**config.mk**
```make
export PLATFORM = sky130hd
export DESIGN_NAME = id_branch_ctrl_flat
export DESIGN_NICKNAME = d
export VERILOG_FILES = /design/src/rtl/id_branch_ctrl_if.sv /design/src/rtl/id_branch_ctrl.sv /design/src/flat_wrapper.sv
export SDC_FILE = /design/constraint.sdc
export NUM_CORES = 1
export LEC_CHECK = 0
export BUFFER_PORTS_ARGS = -buffer_cell sky130_fd_sc_hd__buf_2
export CELL_PAD_IN_SITES_DETAIL_PLACEMENT = 0
export CELL_PAD_IN_SITES_GLOBAL_PLACEMENT = 1
export CORE_ASPECT_RATIO = 1.2
export CORE_MARGIN = 5
export CORE_UTILIZATION = 25
export DETAILED_ROUTE_END_ITERATION = 8
export PLACE_DENSITY = 0.54
export SLEW_MARGIN = 20
export SYNTH_ARGS = -nofsm -noshare
export SYNTH_HDL_FRONTEND = slang
export SYNTH_SLANG_ARGS = --single-unit
```
**constraint.sdc**
```tcl
create_clock -name clk -period 3.8 [get_ports clk]
set_input_delay 0.19 -clock clk [delete_from_list [all_inputs] [get_ports clk]]
set_output_delay 0.19 -clock clk [all_outputs]
set_load 0.005 [all_outputs]
```
**src/rtl/id_branch_ctrl_if.sv**
```systemverilog
// Branch-controller bus: hazard/forwarding inputs from the pipeline stages,
// comparator result, and the stall/redirect/forward-select outputs.
interface id_branch_ctrl_if #(
  parameter int CNT_W = 16
);
  logic             br_valid;
  logic [1:0]       br_op;
  logic [4:0]       rs1;
  logic [4:0]       rs2;
  logic             ex_we;
  logic             ex_is_load;
  logic [4:0]       ex_rd;
  logic             mem_we;
  logic             mem_is_load;
  logic [4:0]       mem_rd;
  logic             wb_we;
  logic [4:0]       wb_rd;
  logic [1:0]       cmp;
  logic             ex_redirect;
  logic             stall;
  logic             bubble_ex;
  logic             pc_sel;
  logic             flush_if;
  logic [1:0]       fwd_a;
  logic [1:0]       fwd_b;
  logic [CNT_W-1:0] taken_cnt;
  logic [CNT_W-1:0] stall_cnt;

  // Pipeline side: drives stage info, consumes control decisions.
  modport master (
    output br_valid, br_op, rs1, rs2, ex_we, ex_is_load, ex_rd,
           mem_we, mem_is_load, mem_rd, wb_we, wb_rd, cmp, ex_redirect,
    input  stall, bubble_ex, pc_sel, flush_if, fwd_a, fwd_b, taken_cnt, stall_cnt
  );

  // Controller side.
  modport slave (
    input  br_valid, br_op, rs1, rs2, ex_we, ex_is_load, ex_rd,
           mem_we, mem_is_load, mem_rd, wb_we, wb_rd, cmp, ex_redirect,
    output stall, bubble_ex, pc_sel, flush_if, fwd_a, fwd_b, taken_cnt, stall_cnt
  );
endinterface

```
**src/rtl/id_branch_ctrl.sv**
```systemverilog
// ID-stage branch resolution controller: stalls on operand hazards, selects
// operand forwarding, resolves the branch from the comparator result and
// issues PC redirect + IF/ID flush. Keeps saturating taken/stall counters.
module id_branch_ctrl #(
  parameter int LOAD_STALL = 2,
  parameter int CNT_W      = 16
) (
  input logic             clk,
  input logic             rst_n,
  id_branch_ctrl_if.slave bus
);

  typedef enum logic [1:0] {
    IDLE    = 2'd0,
    WAIT    = 2'd1,
    RESOLVE = 2'd2
  } state_t;

  localparam logic [1:0]       LOAD_N     = 2'(LOAD_STALL);
  localparam logic [1:0]       MEM_LOAD_N = 2'(LOAD_STALL - 1);
  localparam logic [CNT_W-1:0] CNT_MAX    = {CNT_W{1'b1}};

  // Stall cycles one operand needs; a younger EX producer shadows MEM.
  function automatic logic [1:0] operandNeed(
    input logic [4:0] rs,
    input logic       exWe,
    input logic       exLoad,
    input logic [4:0] exRd,
    input logic       memWe,
    input logic       memLoad,
    input logic [4:0] memRd
  );
    logic [1:0] n;
    if (rs == 5'd0) begin
      n = 2'd0;
    end else if (exWe && (exRd == rs)) begin
      n = exLoad ? LOAD_N : 2'd1;
    end else if (memWe && memLoad && (memRd == rs)) begin
      n = MEM_LOAD_N;
    end else begin
      n = 2'd0;
    end
    return n;
  endfunction

  // Forward select for one operand: MEM ALU result beats WB data.
  function automatic logic [1:0] operandFwd(
    input logic [4:0] rs,
    input logic       memWe,
    input logic       memLoad,
    input logic [4:0] memRd,
    input logic       wbWe,
    input logic [4:0] wbRd
  );
    logic [1:0] sel;
    if (rs == 5'd0) begin
      sel = 2'b00;
    end else if (memWe && !memLoad && (memRd == rs)) begin
      sel = 2'b01;
    end else if (wbWe && (wbRd == rs)) begin
      sel = 2'b10;
    end else begin
      sel = 2'b00;
    end
    return sel;
  endfunction

  // Branch condition from opcode and comparator code; cmp=11 never takes.
  function automatic logic branchTaken(input logic [1:0] op, input logic [1:0] c);
    logic t;
    case (op)
      2'b00:   t = (c == 2'b00);
      2'b01:   t = (c == 2'b01) || (c == 2'b10);
      2'b10:   t = (c == 2'b01);
      2'b11:   t = (c == 2'b00) || (c == 2'b10);
      default: t = 1'b0;
    endcase
    return t;
  endfunction

  state_t           stateR;
  state_t           stateNextS;
  logic [1:0]       cntR;
  logic [1:0]       cntNextS;
  logic [1:0]       needAS;
  logic [1:0]       needBS;
  logic [1:0]       needS;
  logic             stallS;
  logic             resolveS;
  logic             takenS;
  logic [CNT_W-1:0] takenCntR;
  logic [CNT_W-1:0] stallCntR;

  assign needAS = operandNeed(bus.rs1, bus.ex_we, bus.ex_is_load, bus.ex_rd,
                              bus.mem_we, bus.mem_is_load, bus.mem_rd);
  assign needBS = operandNeed(bus.rs2, bus.ex_we, bus.ex_is_load, bus.ex_rd,
                              bus.mem_we, bus.mem_is_load, bus.mem_rd);
  assign needS  = (needAS > needBS) ? needAS : needBS;

  // State register with the remaining-wait counter.
  always_ff @(posedge clk or negedge rst_n) begin
    if (!rst_n) begin
      stateR <= IDLE;
      cntR   <= 2'd0;
    end else begin
      stateR <= stateNextS;
      cntR   <= cntNextS;
    end
  end

  // Next-state logic; an older redirect kills the branch from any state.
  always_comb begin
    stateNextS = IDLE;
    cntNextS   = 2'd0;
    if (bus.ex_redirect) begin
      stateNextS = IDLE;
      cntNextS   = 2'd0;
    end else begin
      case (stateR)
        IDLE: begin
          if (bus.br_valid && (needS == 2'd1)) begin
            stateNextS = RESOLVE;
            cntNextS   = 2'd0;
          end else if (bus.br_valid && (needS > 2'd1)) begin
            stateNextS = WAIT;
            cntNextS   = needS - 2'd1;
          end else begin
            stateNextS = IDLE;
            cntNextS   = 2'd0;
          end
        end
        WAIT: begin
          if (cntR <= 2'd1) begin
            stateNextS = RESOLVE;
            cntNextS   = 2'd0;
          end else begin
            stateNextS = WAIT;
            cntNextS   = cntR - 2'd1;
          end
        end
        RESOLVE: begin
          stateNextS = IDLE;
          cntNextS   = 2'd0;
        end
        default: begin
          stateNextS = IDLE;
          cntNextS   = 2'd0;
        end
      endcase
    end
  end

  // Output decode: stall/resolve per state, forwarding in every state, all zero in reset.
  always_comb begin
    stallS   = 1'b0;
    resolveS = 1'b0;
    if (bus.ex_redirect) begin
      stallS   = 1'b0;
      resolveS = 1'b0;
    end else begin
      case (stateR)
        IDLE: begin
          if (bus.br_valid && (needS == 2'd0)) begin
            resolveS = 1'b1;
          end else if (bus.br_valid) begin
            stallS = 1'b1;
          end else begin
            stallS = 1'b0;
          end
        end
        WAIT:    stallS   = 1'b1;
        RESOLVE: resolveS = 1'b1;
        default: stallS   = 1'b0;
      endcase
    end
    takenS = resolveS && branchTaken(bus.br_op, bus.cmp);
    if (!rst_n) begin
      bus.stall     = 1'b0;
      bus.bubble_ex = 1'b0;
      bus.pc_sel    = 1'b0;
      bus.flush_if  = 1'b0;
      bus.fwd_a     = 2'b00;
      bus.fwd_b     = 2'b00;
    end else begin
      bus.stall     = stallS;
      bus.bubble_ex = stallS;
      bus.pc_sel    = takenS;
      bus.flush_if  = takenS;
      bus.fwd_a     = operandFwd(bus.rs1, bus.mem_we, bus.mem_is_load, bus.mem_rd,
                                 bus.wb_we, bus.wb_rd);
      bus.fwd_b     = operandFwd(bus.rs2, bus.mem_we, bus.mem_is_load, bus.mem_rd,
                                 bus.wb_we, bus.wb_rd);
    end
  end

  // Saturating performance counters for taken branches and stall cycles.
  always_ff @(posedge clk or negedge rst_n) begin
    if (!rst_n) begin
      takenCntR <= {CNT_W{1'b0}};
      stallCntR <= {CNT_W{1'b0}};
    end else begin
      if (takenS && (takenCntR != CNT_MAX)) begin
        takenCntR <= takenCntR + {{(CNT_W-1){1'b0}}, 1'b1};
      end else begin
        takenCntR <= takenCntR;
      end
      if (stallS && (stallCntR != CNT_MAX)) begin
        stallCntR <= stallCntR + {{(CNT_W-1){1'b0}}, 1'b1};
      end else begin
        stallCntR <= stallCntR;
      end
    end
  end

  assign bus.taken_cnt = takenCntR;
  assign bus.stall_cnt = stallCntR;

endmodule

```
**src/flat_wrapper.sv**
```systemverilog
// flat-port wrapper written by rule: the top's interface ports become plain ports
module id_branch_ctrl_flat 
#(
  parameter int LOAD_STALL = 2,
  parameter int CNT_W      = 16
)
  (clk, rst_n, bus_br_valid, bus_br_op, bus_rs1, bus_rs2, bus_ex_we, bus_ex_is_load, bus_ex_rd, bus_mem_we, bus_mem_is_load, bus_mem_rd, bus_wb_we, bus_wb_rd, bus_cmp, bus_ex_redirect, bus_stall, bus_bubble_ex, bus_pc_sel, bus_flush_if, bus_fwd_a, bus_fwd_b, bus_taken_cnt, bus_stall_cnt);
  id_branch_ctrl_if #(.CNT_W(CNT_W)) bus_i ();
  input logic clk;
  input logic rst_n;
  input wire logic [$bits(bus_i.br_valid)-1:0] bus_br_valid;
  input wire logic [$bits(bus_i.br_op)-1:0] bus_br_op;
  input wire logic [$bits(bus_i.rs1)-1:0] bus_rs1;
  input wire logic [$bits(bus_i.rs2)-1:0] bus_rs2;
  input wire logic [$bits(bus_i.ex_we)-1:0] bus_ex_we;
  input wire logic [$bits(bus_i.ex_is_load)-1:0] bus_ex_is_load;
  input wire logic [$bits(bus_i.ex_rd)-1:0] bus_ex_rd;
  input wire logic [$bits(bus_i.mem_we)-1:0] bus_mem_we;
  input wire logic [$bits(bus_i.mem_is_load)-1:0] bus_mem_is_load;
  input wire logic [$bits(bus_i.mem_rd)-1:0] bus_mem_rd;
  input wire logic [$bits(bus_i.wb_we)-1:0] bus_wb_we;
  input wire logic [$bits(bus_i.wb_rd)-1:0] bus_wb_rd;
  input wire logic [$bits(bus_i.cmp)-1:0] bus_cmp;
  input wire logic [$bits(bus_i.ex_redirect)-1:0] bus_ex_redirect;
  output wire logic [$bits(bus_i.stall)-1:0] bus_stall;
  output wire logic [$bits(bus_i.bubble_ex)-1:0] bus_bubble_ex;
  output wire logic [$bits(bus_i.pc_sel)-1:0] bus_pc_sel;
  output wire logic [$bits(bus_i.flush_if)-1:0] bus_flush_if;
  output wire logic [$bits(bus_i.fwd_a)-1:0] bus_fwd_a;
  output wire logic [$bits(bus_i.fwd_b)-1:0] bus_fwd_b;
  output wire logic [$bits(bus_i.taken_cnt)-1:0] bus_taken_cnt;
  output wire logic [$bits(bus_i.stall_cnt)-1:0] bus_stall_cnt;
  assign bus_i.br_valid = bus_br_valid;
  assign bus_i.br_op = bus_br_op;
  assign bus_i.rs1 = bus_rs1;
  assign bus_i.rs2 = bus_rs2;
  assign bus_i.ex_we = bus_ex_we;
  assign bus_i.ex_is_load = bus_ex_is_load;
  assign bus_i.ex_rd = bus_ex_rd;
  assign bus_i.mem_we = bus_mem_we;
  assign bus_i.mem_is_load = bus_mem_is_load;
  assign bus_i.mem_rd = bus_mem_rd;
  assign bus_i.wb_we = bus_wb_we;
  assign bus_i.wb_rd = bus_wb_rd;
  assign bus_i.cmp = bus_cmp;
  assign bus_i.ex_redirect = bus_ex_redirect;
  assign bus_stall = bus_i.stall;
  assign bus_bubble_ex = bus_i.bubble_ex;
  assign bus_pc_sel = bus_i.pc_sel;
  assign bus_flush_if = bus_i.flush_if;
  assign bus_fwd_a = bus_i.fwd_a;
  assign bus_fwd_b = bus_i.fwd_b;
  assign bus_taken_cnt = bus_i.taken_cnt;
  assign bus_stall_cnt = bus_i.stall_cnt;
  id_branch_ctrl #(.LOAD_STALL(LOAD_STALL), .CNT_W(CNT_W)) u_core (.clk(clk), .rst_n(rst_n), .bus(bus_i));
endmodule
```
; ---- Word level (Yosys, flattened, before mapping)
; Cells that the tools add are included.
[classes]
n_lt_le_gt_ge = 3
reduce_logical = 25
add_sub_neg = 4
muxes = 36
n_eq_ne = 16
[op_table]
columns = op, n
row1 = $mux 2, 21
row2 = $add 16x1->16 const B, 2
row3 = $ne 16x16->1 const B, 2
row4 = $eq 5x5->1, 6
row5 = $logic_and 1x1->1, 16
row6 = $logic_not 5->1, 2
row7 = $mux 1, 10
row8 = $eq 2x1->1 const B, 4
row9 = $eq 2x2->1 const B, 4
row10 = $logic_not 2->1, 4
row11 = $pmux 2 s2, 2
row12 = $pmux 1 s2, 2
row13 = $pmux 1 s4, 1
row14 = $sub 2x1->2 const B, 2
row15 = $gt 2x1->1 const B, 1
row16 = $gt 2x2->1, 1
row17 = $le 2x1->1 const B, 1
row18 = $logic_or 1x1->1, 2
row19 = $logic_not 1->1, 1
[totals]
ff_bits = 36
inputBits = 38
elab_cells = 88

; ---- Depth between registers and ports, before layout
; Gate-level depths: netlist of run 1.
[logic_depth]
word_depth = 14
depth_mapped = 18

; ---- Worst setup path before layout of run 1
; Ideal clock, no wire load.
[synth_path]
path_type = in2reg
startpoint = input bus_rs2[0]
endpoint = register u_core.stallCntR[1] (netlist: u_core.bus.stall_cnt[1])
t_arrival_ps = 2970
required_ps = 3675
stages = 16
slack_ps = 705
path_cell_list = xor2_1 -> nor4_1 -> and3_1 -> mux2_2 -> nor2_1 -> ha_1 -> nor2b_1 -> o21ai_0 -> nand2_1 -> o2bb2ai_1 -> inv_1 -> ha_1 -> nor2b_1 -> o21ai_0 -> a31oi_1 -> mux2_2
[synth_between]
elab_chain_len = 13
[synth_lines]
columns = item, line
row1 = start: declaration, flat_wrapper.sv:14  ; input wire logic [$bits(bus_i.rs2)-1:0] bus_rs2;
row2 = $eq 5x5->1, id_branch_ctrl.sv:38  ; end else if (memWe && memLoad && (memRd == rs)) begin
row3 = $logic_and 1x1->1, id_branch_ctrl.sv:38
row4 = $mux 1, id_branch_ctrl.sv:38
row5 = $mux 2, id_branch_ctrl.sv:36  ; end else if (exWe && (exRd == rs)) begin
row6 = $mux 2 *, id_branch_ctrl.sv:34  ; if (rs == 5'd0) begin
row7 = $gt 2x2->1, id_branch_ctrl.sv:98  ; assign needS = (needAS > needBS) ? needAS : needBS;
row8 = $mux 2 *, id_branch_ctrl.sv:98
row9 = $logic_not 2->1 *, id_branch_ctrl.sv:163  ; if (bus.br_valid && (needS == 2'd0)) begin
row10 = $logic_and 1x1->1 *, id_branch_ctrl.sv:163
row11 = $mux 1 *, id_branch_ctrl.sv:163
row12 = $pmux 1 s2 *, id_branch_ctrl.sv:161  ; case (stateR)
row13 = $mux 1 *, id_branch_ctrl.sv:157  ; if (bus.ex_redirect) begin
row14 = $logic_and 1x1->1 *, id_branch_ctrl.sv:207  ; if (stallS && (stallCntR != CNT_MAX)) begin
row15 = end signal: assignment, id_branch_ctrl.sv:200  ; stallCntR <= {CNT_W{1'b0}};
row16 = end signal: assignment, id_branch_ctrl.sv:208  ; stallCntR <= stallCntR + {{(CNT_W-1){1'b0}}, 1'b1};
row17 = end signal: assignment, id_branch_ctrl.sv:210  ; stallCntR <= stallCntR;
row18 = end: declaration, id_branch_ctrl.sv:92  ; logic [CNT_W-1:0] stallCntR;
; Mark *: on every way between the ends. The rest lies on a longest branch, timed or not.
; A chain may end at the register's enable or synchronous reset.

; ---- Worst setup path after layout of run 1
; Ends and elaborated chain as after synthesis.

==> impl_metrics.env, run 1 <==
export IMPL_status="complete, but fails checks"
export IMPL_violations="hold timing"
export IMPL_clk_latency_ps=280
export IMPL_finalSetupViolations=0
export IMPL_wl_met1_um=2570
export IMPL_critPathArrivalTime_ps=3490
export IMPL_grt_ovfl_total=0
export IMPL_die_x_um=97.5
export IMPL_finalNonFillerCells=447
export IMPL_critPathKind="input port to register"
export IMPL_antenna_found_initial=0
export IMPL_min_period_ps=3330
export IMPL_antenna_left=0
export IMPL_crit_slowest_cell="a31oi_1"
export IMPL_max_freq_mhz=300
export IMPL_initial_core_util=0.254
export IMPL_ir_drop_uv=129
export IMPL_num_vias=2053
export IMPL_synthTopCellsByArea="dfrtp_1 (39%), xor2_1 (17%), xnor2_1 (6.5%)"
export IMPL_synth_commonest_cells="xor2_1 (44), dfrtp_1 (36), nand2_1 (27), nor2_1 (21), nor3_1 (19)"
export IMPL_async_flop_share=1.00
export IMPL_fin_skew_ps=5.38
export IMPL_synth_avg_cell_area_um2=9.38
export IMPL_fin_crit_sh=0.876
export IMPL_worstPathRequired_ps=3960
export IMPL_wl_met2_um=2990
export IMPL_grt_setup_unrepaired="no"
export IMPL_vias_per_cell=4.59
export IMPL_powerDensity_nw_per_um2=303
export IMPL_crit_buf_inv=2
export IMPL_grtUsageTotal=0.108
export IMPL_combPwrFrac=0.198
export IMPL_diodes=0
export IMPL_die_area_um2=11200
export IMPL_num_io_pins=78
export IMPL_rows=38
export IMPL_hold_path_class="input port to asynchronous set/reset pin"
export IMPL_drt_pass1_iter_count=4
export IMPL_finalWeightedCongestion=0.774
export IMPL_syn_area_um2=2300
export IMPL_maxCapViolations=0
export IMPL_synth_ff_type="dfrtp_1"
export IMPL_pwr_share_seq=0.513
export IMPL_synth_net_count=290
export IMPL_yosysTopAreaCellShare=0.392
export IMPL_cp_top_family="compound AO/OA/AOI/OAI gates"
export IMPL_pre_cts_ws_ps=158
export IMPL_leakagePower_nw=1.46
export IMPL_drv_slew=0
export IMPL_drc=0
export IMPL_path_max_fanout=4
export IMPL_grt_pass1_wl_um=9890
export IMPL_swShare=0.292
export IMPL_dp_cells=440
export IMPL_tns_ps=0
export IMPL_drt_total_wl_um=5980
export IMPL_hold_buffers=0
export IMPL_core_area_um2=9030
export IMPL_wire_per_inst_um=13.4
export IMPL_die_y_um=115
export IMPL_synth_seq_area_share=0.392
export IMPL_clkPwrFrac=0.290
export IMPL_end_kind="register"
export IMPL_cts_buffers=5
export IMPL_tritoncts="done"
export IMPL_yosysMostFrequentCell="xor2_1"
export IMPL_ys_warn_count=0
export IMPL_crit_chain="buf_2 -> xor2_1 -> nor4_1 -> and3_1 -> mux2_2 -> nor2_1 -> ha_1 -> nor2b_1 -> o21ai_0 -> nand2_1 -> o2bb2ai_1 -> inv_1 -> ha_1 -> nor2b_1 -> o21ai_0 -> a31oi_1 -> mux2_2"
export IMPL_cts_clk_slew_worst_paths_ps=70
export IMPL_nets=372
export IMPL_intPower_w=0.000621
export IMPL_slowest_delay_ps=380
export IMPL_relSlewSlack=0.674
export IMPL_synth_top_area_cell="dfrtp_1"
export IMPL_fin_util=0.321
export IMPL_hpwl_um=4920
export IMPL_drt_iter0_drc=51
export IMPL_drive_above_1_share=0.284
export IMPL_port_buffers=77
export IMPL_p_sw_w=0.000256
export IMPL_tightestPinTransition_ps=482
export IMPL_synth_cell_types=35
export IMPL_n_fill_cell=1002
export IMPL_cts_sinks=36
export IMPL_whs_ps=-2.29
export IMPL_cts_resized=0
export IMPL_syn_inst=245
export IMPL_wl_met3_um=317
export IMPL_timing_final_ws_setup_ps=470
export IMPL_grt_max_degree=39
export IMPL_start_kind="input port"
export IMPL_top_layer="met4"
export IMPL_cts_root_buf="clkbuf_8"
export IMPL_syn_to_final_growth_pct=26.0
export IMPL_hold_violations=2
export IMPL_htree_levels=2
export IMPL_ys_ff_latch=36
export IMPL_synth_edf_count=0
export IMPL_grt_pass1_vias=2153
export IMPL_cts_buffer_depth=2
export IMPL_cts_setup_buffers=0
-- sequential cells by signal, summed over array words and instances, names as in the netlist --
| signal | flops |
|---|---|
| u_core.bus.stall_cnt | 16 |
| u_core.bus.taken_cnt | 16 |
| u_core.stateR | 2 |
| u_core.cntR | 2 |
-- power by group through the flow --
stage          clock, W  sequential (W)  combinational [W]
6_report       0.000254        0.000449           0.000173
5_1_grt        0.000275        0.000456           0.000196
4_1_cts        0.000267        0.000450           0.000179
3_5_place_dp          0        0.000457           0.000179
3_3_place_gp          0        0.000456           0.000179
2_1_floorplan         0        0.000451          0.0000871
-- final cells by class --
| class | count | area (um^2) | share of cell area |
|---|---|---|---|
| Sequential cell | 36 | 901 | 0.311 |
| Tap cell | 120 | 150 | 0.0518 |
| Clock inverter | 1 | 5.00 | 0.00173 |
| Multi-Input combinational cell | 200 | 1350 | 0.466 |
| Timing Repair Buffer | 79 | 400 | 0.138 |
| Inverter | 5 | 18.8 | 0.00648 |
| Clock buffer | 6 | 72.6 | 0.0251 |
-- worst paths after layout --
kind	cells past startpoint	endpoint	slack, ps	startpoint
min	2	u_core.bus.stall_cnt[6]	-2	rst_n
max in group asynchronous	2	u_core.bus.stall_cnt[12]	3450	rst_n
min in group clk	2	u_core.stateR[1]	140	bus_ex_redirect
min reg2reg	1	u_core.cntR[0]	450	u_core.cntR[0]
max reg2reg	5	u_core.bus.taken_cnt[1]	1860	u_core.bus.taken_cnt[7]
max	17	u_core.bus.stall_cnt[1]	470	bus_rs2[0]
-- stage by stage --
step / area (um^2) / power, W
2_1_floorplan: 2300 / 0.000538
3_3_place_gp: 2820 / 0.000635
3_5_place_dp: 2820 / 0.000636
4_1_cts: 2900 / 0.000897
5_1_grt: 2900 / 0.000928
6_report: 2900 / 0.000877
-- worst register-to-register path: stages, from the launching register on --
cell,delay [ps]
dfrtp_1,410
and3_2,260
nand4_1,130
or3_1,430
nand3_2,270
mux2_4,330
-- layer usage --
metal  track usage  up-vias
met3        0.0237        8
met5             0        -
met4        0.0443        0
met2         0.195       65
met1         0.124      966
li1              -     1014
-- logic make-up after synthesis --
family,Yosys count,share of synthesized area
AO/OA/AOI/OAI,15,0.0408
XOR/XNOR,61,0.232
adder cells (fa/ha/maj),7,0.0381
buffers and inverters,9,0.0212
flip-flops,36,0.392
multiplexers,5,0.0256
AND/OR/NAND/NOR,112,0.250
-- placed cells by master (no fill, tap or decap), types with 5 or more instances in the layout --
cell type | synthesis | final
buf_2 | 0 | 77
xor2_1 | 44 | 44
dfrtp_1 | 36 | 36
nand2_1 | 27 | 27
nor2_1 | 21 | 21
nor3_1 | 19 | 19
xnor2_1 | 17 | 17
nand4_1 | 14 | 14
nand3_1 | 7 | 7
ha_1 | 7 | 7
and3_1 | 5 | 5
inv_1 | 5 | 5
clkbuf_8 | 0 | 5
(Power assumes the default switching activity.)
==> run 2, diff against run 1 <==
- PLACE_DENSITY: 0.54 -> 0.57
- clock period: 3.8 -> 2.9 ns (I/O delays scaled with it)
==> impl_metrics.env, run 2 (synthesized netlist as in run 1, its figures left out) <==
export IMPL_status="complete, but fails checks"
export IMPL_violations="hold timing, setup timing"
export IMPL_p_total_w=0.00126
export IMPL_slowest_delay_ps=330
export IMPL_initial_core_util=0.254
export IMPL_tightestPinTransition_ps=577
export IMPL_final_common_cell="buf_2"
export IMPL_crit_slowest_cell="mux2_4"
export IMPL_tritoncts="done"
export IMPL_max_freq_mhz=342
export IMPL_fin_crit_sh=1.01
export IMPL_grt_busiest_layer="met2"
export IMPL_grt_max_degree=39
export IMPL_cts_clk_slew_worst_paths_ps=80
export IMPL_drc=0
export IMPL_grt_pass1_wl_um=11100
export IMPL_fin_skew_ps=6.11
export IMPL_die_x_um=97.5
export IMPL_antenna_left=0
export IMPL_drt_total_wl_um=6880
export IMPL_vias_per_cell=4.53
export IMPL_cts_buffers=5
export IMPL_powerDensity_nw_per_um2=339
export IMPL_hold_violations=31
export IMPL_clkPwrFrac=0.293
export IMPL_timing_final_ws_setup_ps=-24.4
export IMPL_swShare=0.298
export IMPL_worstPathRequired_ps=3070
export IMPL_tns_ps=-64.8
export IMPL_antenna_found_initial=0
export IMPL_layout_common_cells="buf_2 (70), xor2_1 (44), buf_4 (39)"
export IMPL_syn_to_final_growth_pct=61.9
export IMPL_ir_drop_uv=179
export IMPL_reg2regPathDepth=7
export IMPL_port_buffers=77
export IMPL_finalWeightedCongestion=0.779
export IMPL_drt_pass1_iter_count=4
export IMPL_cts_sinks=36
export IMPL_relSlewSlack=0.612
export IMPL_clk_latency_ps=280
export IMPL_grt_pass1_vias=2375
export IMPL_combPwrFrac=0.240
export IMPL_met2_usage=0.219
export IMPL_drv_slew=0
export IMPL_drive_above_1_share=0.500
export IMPL_finalSetupViolations=5
export IMPL_end_kind="register"
export IMPL_drt_iter0_drc=73
export IMPL_hpwl_um=5270
export IMPL_hold_buffers=0
export IMPL_grt_use_met1=0.145
export IMPL_min_period_ps=2920
export IMPL_maxCapViolations=0
export IMPL_intPower_w=0.000886
export IMPL_wire_per_inst_um=14.0
export IMPL_grt_setup_unrepaired="yes"
export IMPL_core_area_um2=9030
export IMPL_nets=416
export IMPL_num_io_pins=78
export IMPL_grtUsageTotal=0.121
export IMPL_critPathKind="input port to register"
export IMPL_hold_path_class="input port to asynchronous set/reset pin"
export IMPL_die_y_um=115
export IMPL_path_max_fanout=4
export IMPL_cts_buffer_depth=2
export IMPL_htree_levels=2
export IMPL_grt_ovfl_total=0
export IMPL_critPathArrivalTime_ps=3090
export IMPL_cts_root_buf="clkbuf_8"
export IMPL_rows=38
export IMPL_crit_chain="buf_6 -> xor2_1 -> nor4_1 -> and3_1 -> mux2_4 -> nor2_4 -> ha_4 -> nand2_2 -> o21ai_2 -> nor2_1 -> o2bb2ai_2 -> inv_2 -> ha_4 -> nor2b_4 -> o211ai_1 -> a31oi_2 -> buf_6 -> nand4_1 -> xnor2_1"
export IMPL_n_fill_cell=940
export IMPL_diodes=0
export IMPL_die_area_um2=11200
export IMPL_start_kind="input port"
export IMPL_p_sw_w=0.000376
export IMPL_num_vias=2231
export IMPL_leakagePower_nw=1.94
export IMPL_whs_ps=-25.4
export IMPL_met3_usage=0.0382
export IMPL_pwr_share_seq=0.467
==> run 2: what timing repair did <==
item                       CTS  global route
setup endpoints to repair   16            39
pin swaps                   20            24
buffers inserted             5             6
gates cloned                 0             1
resized for setup           40            47
hold endpoints to repair     0             0
==> run 2: power groups by stage <==
stage | Sequential [W] | Combinational [W] | Clock, W
floorplan | 0.000591 | 0.000115 | 0
global placement | 0.000598 | 0.000262 | 0
detailed placement | 0.000599 | 0.000266 | 0
CTS | 0.000589 | 0.000285 | 0.000387
global route | 0.000593 | 0.000339 | 0.000415
finish | 0.000589 | 0.000303 | 0.000370
==> run 2: stage by stage <==
step	cells	utilization	worst slack [ps]	hold WS (ps)	instance area (um^2)
floorplan	245	-	-23.7	-151	2320
CTS	488	0.380	-149	14.2	3440
global placement	475	0.347	-324	335	3130
finish	492	0.412	-24.4	-25.4	3720
detailed placement	475	0.347	-359	328	3130
global route	492	0.412	-193	32.7	3720
==> run 2: path summary, 6_finish.rpt <==
kind | start | end | slack (ps)
max in group asynchronous | rst_n | u_core.bus.stall_cnt[15] | 2570
max reg2reg | u_core.bus.stall_cnt[4] | u_core.bus.stall_cnt[8] | 680
min reg2reg | u_core.cntR[0] | u_core.cntR[0] | 460
min | rst_n | u_core.bus.taken_cnt[3] | -30
min in group clk | bus_ex_redirect | u_core.stateR[1] | 120
max | bus_rs2[2] | u_core.bus.stall_cnt[13] | -20
==> run 2: layer usage <==
metal,share of wire,vias to the layer above,routed length [um]
met4,0.0036,0,25
li1,-,1112,-
met3,0.061,2,422
met5,0,-,0
met1,0.41,1059,2810
met2,0.53,58,3620
==> run 2: worst max-delay path, delay by kind of cell <==
| kind | cells | cell delay [ps] |
|---|---|---|
| fa+ha+maj | 2 | 370 |
| compound gates | 4 | 530 |
| buf+inv | 3 | 330 |
| xor+xnor | 2 | 310 |
| mux | 1 | 330 |
| simple gates | 7 | 1080 |
==> run 2: layout make-up <==
type	count	area (um^2)	share of cell area
Clock inverter	2	10.0	0.00269
Sequential cell	36	901	0.242
Multi-Input combinational cell	200	1730	0.464
Tap cell	120	150	0.0403
Inverter	5	18.8	0.00504
Timing Repair Buffer	123	832	0.224
Clock buffer	6	82.6	0.0222
